[src/rtl/adder_arb_pkg.sv]
// Shared types and helpers for the adder-sharing arbiter.
// Optional feature: ADDER_ARB_RR_EN selects round-robin arbitration (see adder_arb_grant).
package adder_arb_pkg;

    typedef enum logic [1:0] {
        IDLE,
        EXEC,
        RESP
    } arb_state_t;

    localparam int NUM_REQ_DEF = 4;
    localparam int DATA_W_DEF  = 32;

    // Two's-complement overflow: like-signed operands producing an opposite-signed sum.
    function automatic logic signed_ovf(input logic a_msb, input logic b_msb, input logic s_msb);
        return (a_msb == b_msb) && (s_msb != a_msb);
    endfunction

endpackage

[src/rtl/adder_arb_grant.sv]
// Combinational grant-index selection among asserted request bits.
// ADDER_ARB_RR_EN defined: round-robin starting after ptr; undefined: lowest index wins.
module adder_arb_grant #(
    parameter int NUM_REQ = 4,
    parameter int ID_W    = 2
) (
    input  logic [NUM_REQ-1:0] req_valid,
`ifdef ADDER_ARB_RR_EN
    input  logic [ID_W-1:0]    ptr,
`endif
    output logic               grant_any,
    output logic [ID_W-1:0]    grant_idx
);

`ifdef ADDER_ARB_RR_EN
    // First pass covers indices above the pointer, second pass wraps to 0..ptr.
    always_comb begin
        grant_any = 1'b0;
        grant_idx = '0;
        for (int i = 0; i < NUM_REQ; i++) begin
            if (!grant_any && req_valid[i] && (i > int'(ptr))) begin
                grant_any = 1'b1;
                grant_idx = ID_W'(i);
            end
        end
        for (int i = 0; i < NUM_REQ; i++) begin
            if (!grant_any && req_valid[i] && (i <= int'(ptr))) begin
                grant_any = 1'b1;
                grant_idx = ID_W'(i);
            end
        end
    end
`else
    always_comb begin
        grant_any = 1'b0;
        grant_idx = '0;
        for (int i = 0; i < NUM_REQ; i++) begin
            if (!grant_any && req_valid[i]) begin
                grant_any = 1'b1;
                grant_idx = ID_W'(i);
            end
        end
    end
`endif

endmodule

[src/rtl/adder_share_arbiter.sv]
// Time-shares one external combinational adder among NUM_REQ requesters, one add in flight.
// Optional feature: ADDER_ARB_RR_EN enables round-robin grant with a pointer register.
module adder_share_arbiter
    import adder_arb_pkg::*;
#(
    parameter int NUM_REQ = NUM_REQ_DEF,
    parameter int DATA_W  = DATA_W_DEF,
    parameter int ID_W    = 2
) (
    input  logic                      clk,
    input  logic                      rst,
    input  logic [NUM_REQ-1:0]        req_valid,
    output logic [NUM_REQ-1:0]        req_ready,
    input  logic [NUM_REQ*DATA_W-1:0] req_a,
    input  logic [NUM_REQ*DATA_W-1:0] req_b,
    input  logic [NUM_REQ-1:0]        req_cin,
    output logic [DATA_W-1:0]         add_a,
    output logic [DATA_W-1:0]         add_b,
    output logic                      add_cin,
    input  logic [DATA_W-1:0]         add_s,
    input  logic                      add_cout,
    output logic                      rsp_valid,
    input  logic                      rsp_ready,
    output logic [ID_W-1:0]           rsp_id,
    output logic [DATA_W-1:0]         rsp_sum,
    output logic                      rsp_cout,
    output logic                      rsp_ovf
);

    arb_state_t        state_q, state_d;
    logic              grant_any;
    logic [ID_W-1:0]   grant_idx;
    logic              accept;
    logic [DATA_W-1:0] sel_a, sel_b;
    logic              sel_cin;

`ifdef ADDER_ARB_RR_EN
    logic [ID_W-1:0]   ptr_q;
`endif

    adder_arb_grant #(
        .NUM_REQ (NUM_REQ),
        .ID_W    (ID_W)
    ) u_grant (
        .req_valid (req_valid),
`ifdef ADDER_ARB_RR_EN
        .ptr       (ptr_q),
`endif
        .grant_any (grant_any),
        .grant_idx (grant_idx)
    );

    assign rsp_valid = (state_q == RESP);

    // Grant only the asserted winner; the handshake is therefore implied by grant_any in IDLE.
    always_comb begin
        state_d   = state_q;
        req_ready = '0;
        accept    = 1'b0;
        sel_a     = '0;
        sel_b     = '0;
        sel_cin   = 1'b0;
        for (int i = 0; i < NUM_REQ; i++) begin
            if (grant_idx == ID_W'(i)) begin
                sel_a   = req_a[i*DATA_W +: DATA_W];
                sel_b   = req_b[i*DATA_W +: DATA_W];
                sel_cin = req_cin[i];
            end
        end
        case (state_q)
            IDLE: begin
                if (grant_any) begin
                    for (int i = 0; i < NUM_REQ; i++) begin
                        req_ready[i] = (grant_idx == ID_W'(i));
                    end
                    accept  = 1'b1;
                    state_d = EXEC;
                end
            end
            EXEC:    state_d = RESP;
            RESP:    if (rsp_ready) state_d = IDLE;
            default: state_d = IDLE;
        endcase
    end

    always_ff @(posedge clk) begin
        if (rst) begin
            state_q  <= IDLE;
            add_a    <= '0;
            add_b    <= '0;
            add_cin  <= 1'b0;
            rsp_id   <= '0;
            rsp_sum  <= '0;
            rsp_cout <= 1'b0;
            rsp_ovf  <= 1'b0;
`ifdef ADDER_ARB_RR_EN
            ptr_q    <= ID_W'(NUM_REQ - 1);
`endif
        end else begin
            state_q <= state_d;
            if (accept) begin
                add_a   <= sel_a;
                add_b   <= sel_b;
                add_cin <= sel_cin;
                rsp_id  <= grant_idx;
`ifdef ADDER_ARB_RR_EN
                ptr_q   <= grant_idx;
`endif
            end
            // Operands have been stable for a full cycle, so the adder output is settled here.
            if (state_q == EXEC) begin
                rsp_sum  <= add_s;
                rsp_cout <= add_cout;
                rsp_ovf  <= signed_ovf(add_a[DATA_W-1], add_b[DATA_W-1], add_s[DATA_W-1]);
            end
        end
    end

endmodule

[config.mk]
export PLATFORM = sky130hd
export DESIGN_NAME = adder_share_arbiter
export DESIGN_NICKNAME = d
export VERILOG_FILES = /design/src/rtl/adder_arb_pkg.sv /design/src/rtl/adder_arb_grant.sv /design/src/rtl/adder_share_arbiter.sv
export SDC_FILE = /design/constraint.sdc
export NUM_CORES = 1
export LEC_CHECK = 0
export ABC_CLOCK_PERIOD_IN_PS = 2100
export CORE_AREA = 4 4 154 156
export CTS_BUF_LIST = sky130_fd_sc_hd__clkbuf_4
export DETAILED_ROUTE_END_ITERATION = 8
export DIE_AREA = 0 0 158 160
export PLACE_DENSITY_LB_ADDON = 0.2
export REMOVE_ABC_BUFFERS = 1
export SYNTH_ARGS = -nofsm -noshare
export SYNTH_HDL_FRONTEND = slang
export SYNTH_HIERARCHICAL = 1
export SYNTH_SLANG_ARGS = --single-unit
[constraint.sdc]
create_clock -name clk -period 2.1 [get_ports clk]
set_clock_uncertainty 0.2 [all_clocks]
set_input_delay 0.42 -clock clk [delete_from_list [all_inputs] [get_ports clk]]
set_output_delay 0.42 -clock clk [all_outputs]
set_load 0.01 [all_outputs]
-- Yosys cells after proc, flatten, opt, wreduce, memory -nomap -nowiden
Index checks and enable logic that the tools add are counted.
- flip-flop bits (word level): 103
- input port bits: 300
- output and inout port bits: 106
- word-level logic and storage cells: 53
- equal/unequal tests: 9
- multiplexer cells: 26
- reduce and logical (&&, ||, !) cells: 10
- operator list (cell ; number):
    32-bit two-way mux ; 8
    1-bit two-way mux ; 11
    2-bit two-way mux ; 4
    4-bit two-way mux ; 2
    2-bit equality test, second input constant ; 3
    2-bit case mux with 3 select lines ; 1
    2-bit by 1-bit equality test with 1-bit output, second input constant ; 2
    1-bit logical AND ; 4
    2-bit zero test ; 2
    1-bit zero test ; 3
    2-bit by 1-bit inequality test with 1-bit output, second input constant ; 1
    2-bit inequality test, second input constant ; 1
    2-bit AND reduction ; 1
    1-bit equality test ; 1
    1-bit inequality test ; 1

-- Depth between registers and ports, before layout
Gate-level depths: netlist of the first run.
- depth after elaboration: 15
- mapped depth: 7
- depth with buffers taken out: 5

-- Cells and area by module
The synthesis of the first run kept the hierarchy.
- by module, submodules not included (module ; instances ; cells an instance ; area an instance (µm²) ; seq. area each (µm²)):
    adder_share_arbiter ; 1 ; 397 ; 4944.7 ; 2062.0
    adder_arb_grant ; 1 ; 7 ; 35.0 ; 0.0

-- Worst setup path after synthesis of the first run
No wires, ideal clock.
- path type: input port to output port
- start: input port req_valid[3]
- end: output port req_ready[1]
- arrival: 1396 ps
- required time: 1480 ps
- path slack: 84 ps
- stages on the path: 6
- buffers on the path: 3
- cells stage by stage: nor2_1 nor3_1 buf_2 buf_2 buf_2 nor3b_1
- cells in the longest elaborated chain, start to end: 5
- elaborated cells between the ends (all ways): 6
- those cells by class: eq/ne: 1; mux: 4; reduce/logical: 1
- RTL lines (element ; line ; text):
    from (decl) ; adder_share_arbiter.sv:12 ; input logic [NUM_REQ-1:0] req_valid,
    1-bit logical AND ; adder_arb_grant.sv:38 ; if (!grant_any && req_valid[i]) begin
    2-bit two-way mux ; adder_arb_grant.sv:38 ;
    named net grant_idx[1] ; adder_share_arbiter.sv:32 ; logic [ID_W-1:0] grant_idx;
    2-bit by 1-bit equality test with 1-bit output ; adder_share_arbiter.sv:74 ; req_ready[i] = (grant_idx == ID_W'(i));
    4-bit two-way mux ; adder_share_arbiter.sv:72 ; if (grant_any) begin
    4-bit two-way mux ; adder_share_arbiter.sv:70 ; case (state_q)
    to (decl) ; adder_share_arbiter.sv:13 ; output logic [NUM_REQ-1:0] req_ready,
The timed path passes the listed nets, and every way through them passes these cells.

-- Worst setup path in the final report of the first run
- start: register state_q[0]
- end: output port req_ready[1]
- cells in the longest elaborated chain, start to end: 2
- RTL lines (element ; line ; text):
    from (decl) ; adder_share_arbiter.sv:30 ; arb_state_t state_q, state_d;
    from (signal assigned) ; adder_share_arbiter.sv:100 ; state_q <= state_d;
    2-bit zero test ; adder_share_arbiter.sv:70 ;
    4-bit two-way mux ; adder_share_arbiter.sv:70 ;
Every way passes these cells.

==> flow_metrics.py, run 1 <==
metrics = {
    "status": {
        "status": "finished, violations left",
        "violations": "negative setup slack",
    },
    "synthesis": {
        "ys_async_sr_fraction": 0,
        "ys_ff_latch": 103,
        "synth-simple-area-share": 0.07864,
        "syn_inst": 404,
        "synthTopCellsByCount": "103 x dfxtp_1, 71 x nand2_1, 65 x a22o_1, 65 x mux4_2, 36 x a21oi_1",
        "synth_most_common_cell": "dfxtp_1",
        "yosysUniqueCellTypes": 26,
        "synth_edf_count": 0,
        "syn_area_sq_um": 4980,
        "synth-xor-area-share": 0,
        "synth.top_cell.area_share": 0.4141,
        "yosys.area.top_type": "dfxtp_1",
        "synthTopCellsByArea": "dfxtp_1 41%, mux4_2 29%, a22o_1 11%",
        "synth_warnings": 6,
        "synth_top_family_by_area": "multiplexers",
        "synth_compound_area_frac": 0.1540,
        "synth_fa_ha_area_frac": 0,
        "synthFlopType": "dfxtp_1",
        "ys_seq_area_frac": 0.4141,
        "synthMuxAreaShare": 0.2940,
        "syn_area_per_cell_sq_um": 12.33,
    },
    "clock_tree": {
        "cts_sinks": 103,
        "clkSlewWorstSetupHoldPaths_ps": 160,
        "cts-root-buf": "clkbuf_4",
        "cts-hold-fix-buffers": 0,
        "cts_buffer_depth": 2,
        "cts_buffers": 9,
        "htreeDepth": 3,
        "clock_latency_ps": 460,
        "cts_tree": "built",
    },
    "die": {
        "die_height_microns": 160,
        "core_area_sq_um": 22370,
        "initial_core_util": 0.2227,
        "core.rowCount": 55,
        "dieArea_sq_um": 25280,
        "die_x_microns": 158,
        "io-pin-count": 406,
    },
    "global_route": {
        "grt_pass1_vias": 5851,
        "grt_pass1_wl_mm": 32.46,
        "track_usage": 0.1685,
        "antenna_found_initial": 2,
        "grt_overflow_total": 0,
        "grt_max_degree": 43,
    },
    "worst_setup_path": {
        "rrSetupSlack_ps": 330,
        "path_class": "flop to primary output",
        "worstPathCellList": "or3b_4 -> nor3b_2 -> buf_2",
        "end_kind": "primary output",
        "crit_arrival_ps": 1530,
        "cp_max_fo": 3,
        "path_buf_inv": 1,
        "slowest_delay_ps": 420,
        "worst_setup_path_start_kind": "flop",
        "path_delay_family": "simple AND/OR/NAND/NOR gates",
        "cp.required_ps": 1480,
        "crit_slowest_cell": "or3b_4",
    },
    "timing": {
        "worst_pin_slew_ps": 371.8,
        "fin_ws_ps": -48.10,
        "rsz0062_at_grt": "true",
        "period_share": 1.023,
        "finalHoldViolCount": 0,
        "min_period_ps": 2148,
        "slew_viol_final": 0,
        "setup_violations": 3,
        "fmax_ghz": 0.4655,
        "max-slew-margin-rel": 0.7521,
        "fin_tns_setup_ps": -98.32,
    },
    "pwr": {
        "total_power_w": 0.005253,
        "p_leak_nw": 4.583,
        "irDropWorstVdd_v": 0.0002625,
        "pwr_density_cell_nw_per_um2": 533.5,
    },
    "hold_path": {
        "worstHoldPathType": "flop to flop",
    },
    "job": {
        "drv_cap": 0,
    },
    "route": {
        "vias": 5144,
        "wl_per_cell_microns": 19.74,
        "drt_iter0_drc": 208,
        "avgViaCountPerCell": 4.605,
        "first_pass_iters": 4,
        "drc": 0,
        "wl_mm": 22.05,
        "drtAntennaViolNets": 0,
    },
    "place": {
        "io_buffer_count": 405,
        "place.gp.congestion": 0.8356,
        "dp_hpwl_mm": 18.37,
        "dp_slack_ps": -751.7,
    },
    "layout": {
        "drive_above_1_share": 0.1843,
        "nNetsFinal": 1126,
        "area_growth_syn_to_layout_pct": 97.74,
        "fill_cells": 2089,
    },
}
## layout by cell type, fill, tap and decap left out, types with 2 or more instances in the layout
cell	instances
nand2b_1	3
buf_4	40
clkdlybuf4s50_1	317
a21oi_1	36
clkinv_4	2
dlygate4sd2_1	23
diode_2	2
mux4_2	65
nand2_1	71
dfxtp_1	95
nor2_4	2
dfxtp_2	8
dlymetal6s2s_1	60
nor2_1	3
clkbuf_4	10
a22o_1	65
buf_2	5
buf_12	7
nor2b_2	2
## per-layer routing
layer / track usage / wire length, microns / vias to the layer above
met3: 0.06667 / 2204 / 24
met4: 0.05118 / 452 / 0
met5: 0 / 0 / -
li1: - / - / 2397
met2: 0.3226 / 12250 / 244
met1: 0.1630 / 7138 / 2479
## flip-flops by register name, indices dropped and copies added, names as in the netlist
register / cells
rsp_id: 2
add_a: 32
add_cin: 1
add_b: 32
state_q: 2
rsp_cout: 1
rsp_sum: 32
rsp_ovf: 1
## metrics by stage
step / utilization / instances / area [sq um] / hold WS [ps]
detailed placement: 0.4269 / 1097 / 9547 / 251.2
CTS: 0.4323 / 1113 / 9669 / 213.0
global route: 0.4403 / 1117 / 9847 / 232.9
global placement: 0.4269 / 1097 / 9547 / 247.3
floorplan: - / 362 / 4688 / 274.5
finish: 0.4403 / 1117 / 9847 / 266.9
## final timing paths
check,start,endpoint,cells after the start
max,state_q[0],req_ready[1],3
min,rsp_sum[15],rsp_sum[15],2
max reg2reg,state_q[0],add_b[28],5
min reg2reg,rsp_sum[15],rsp_sum[15],2
## final cells by class
class	instances	area, sq um	area share
clock inverter	5	60.06	0.006099
tap	285	356.6	0.03621
timing repair buffer	453	4602	0.4673
inverter	1	3.754	0.0003812
multi-input combinational	258	2673	0.2714
sequential	103	2072	0.2104
antenna	2	5.005	0.0005083
clock buffer	10	75.07	0.007624
## repair_timing
item | 4_1_cts | 5_1_grt
setup endpoints to repair | 81 | 68
buffers inserted | 1 | 2
pin swaps | 6 | 4
gates resized for setup | 53 | 66
## logic make-up (layout without fill, tap and decap cells)
logic type | after synthesis | in the layout
AOI/OAI and AO/OA | 103 | 103
buffers and inverters | 43 | 469
and+or+nand+nor | 90 | 90
other | 0 | 2
DFF | 103 | 103
muxes | 65 | 65
## worst register-to-register path, cell delays in order (launching register included)
cell	delay, ps
dfxtp_2	350
or3b_4	420
buf_4	170
nor2_4	150
buf_12	230
a22o_1	200
## power by group
part           switching (W)  internal, W
clock network       0.000661     0.000373
registers           0.000115      0.00217
logic               0.000706      0.00123
total                0.00148      0.00377
(Power assumes the default switching activity.)
==> run 2: changes to the inputs <==
CTS_CLUSTER_DIAMETER = 50   (was not set)
==> results of run 2 <==
Final layout, timing and power as in run 1 (identical DEF).
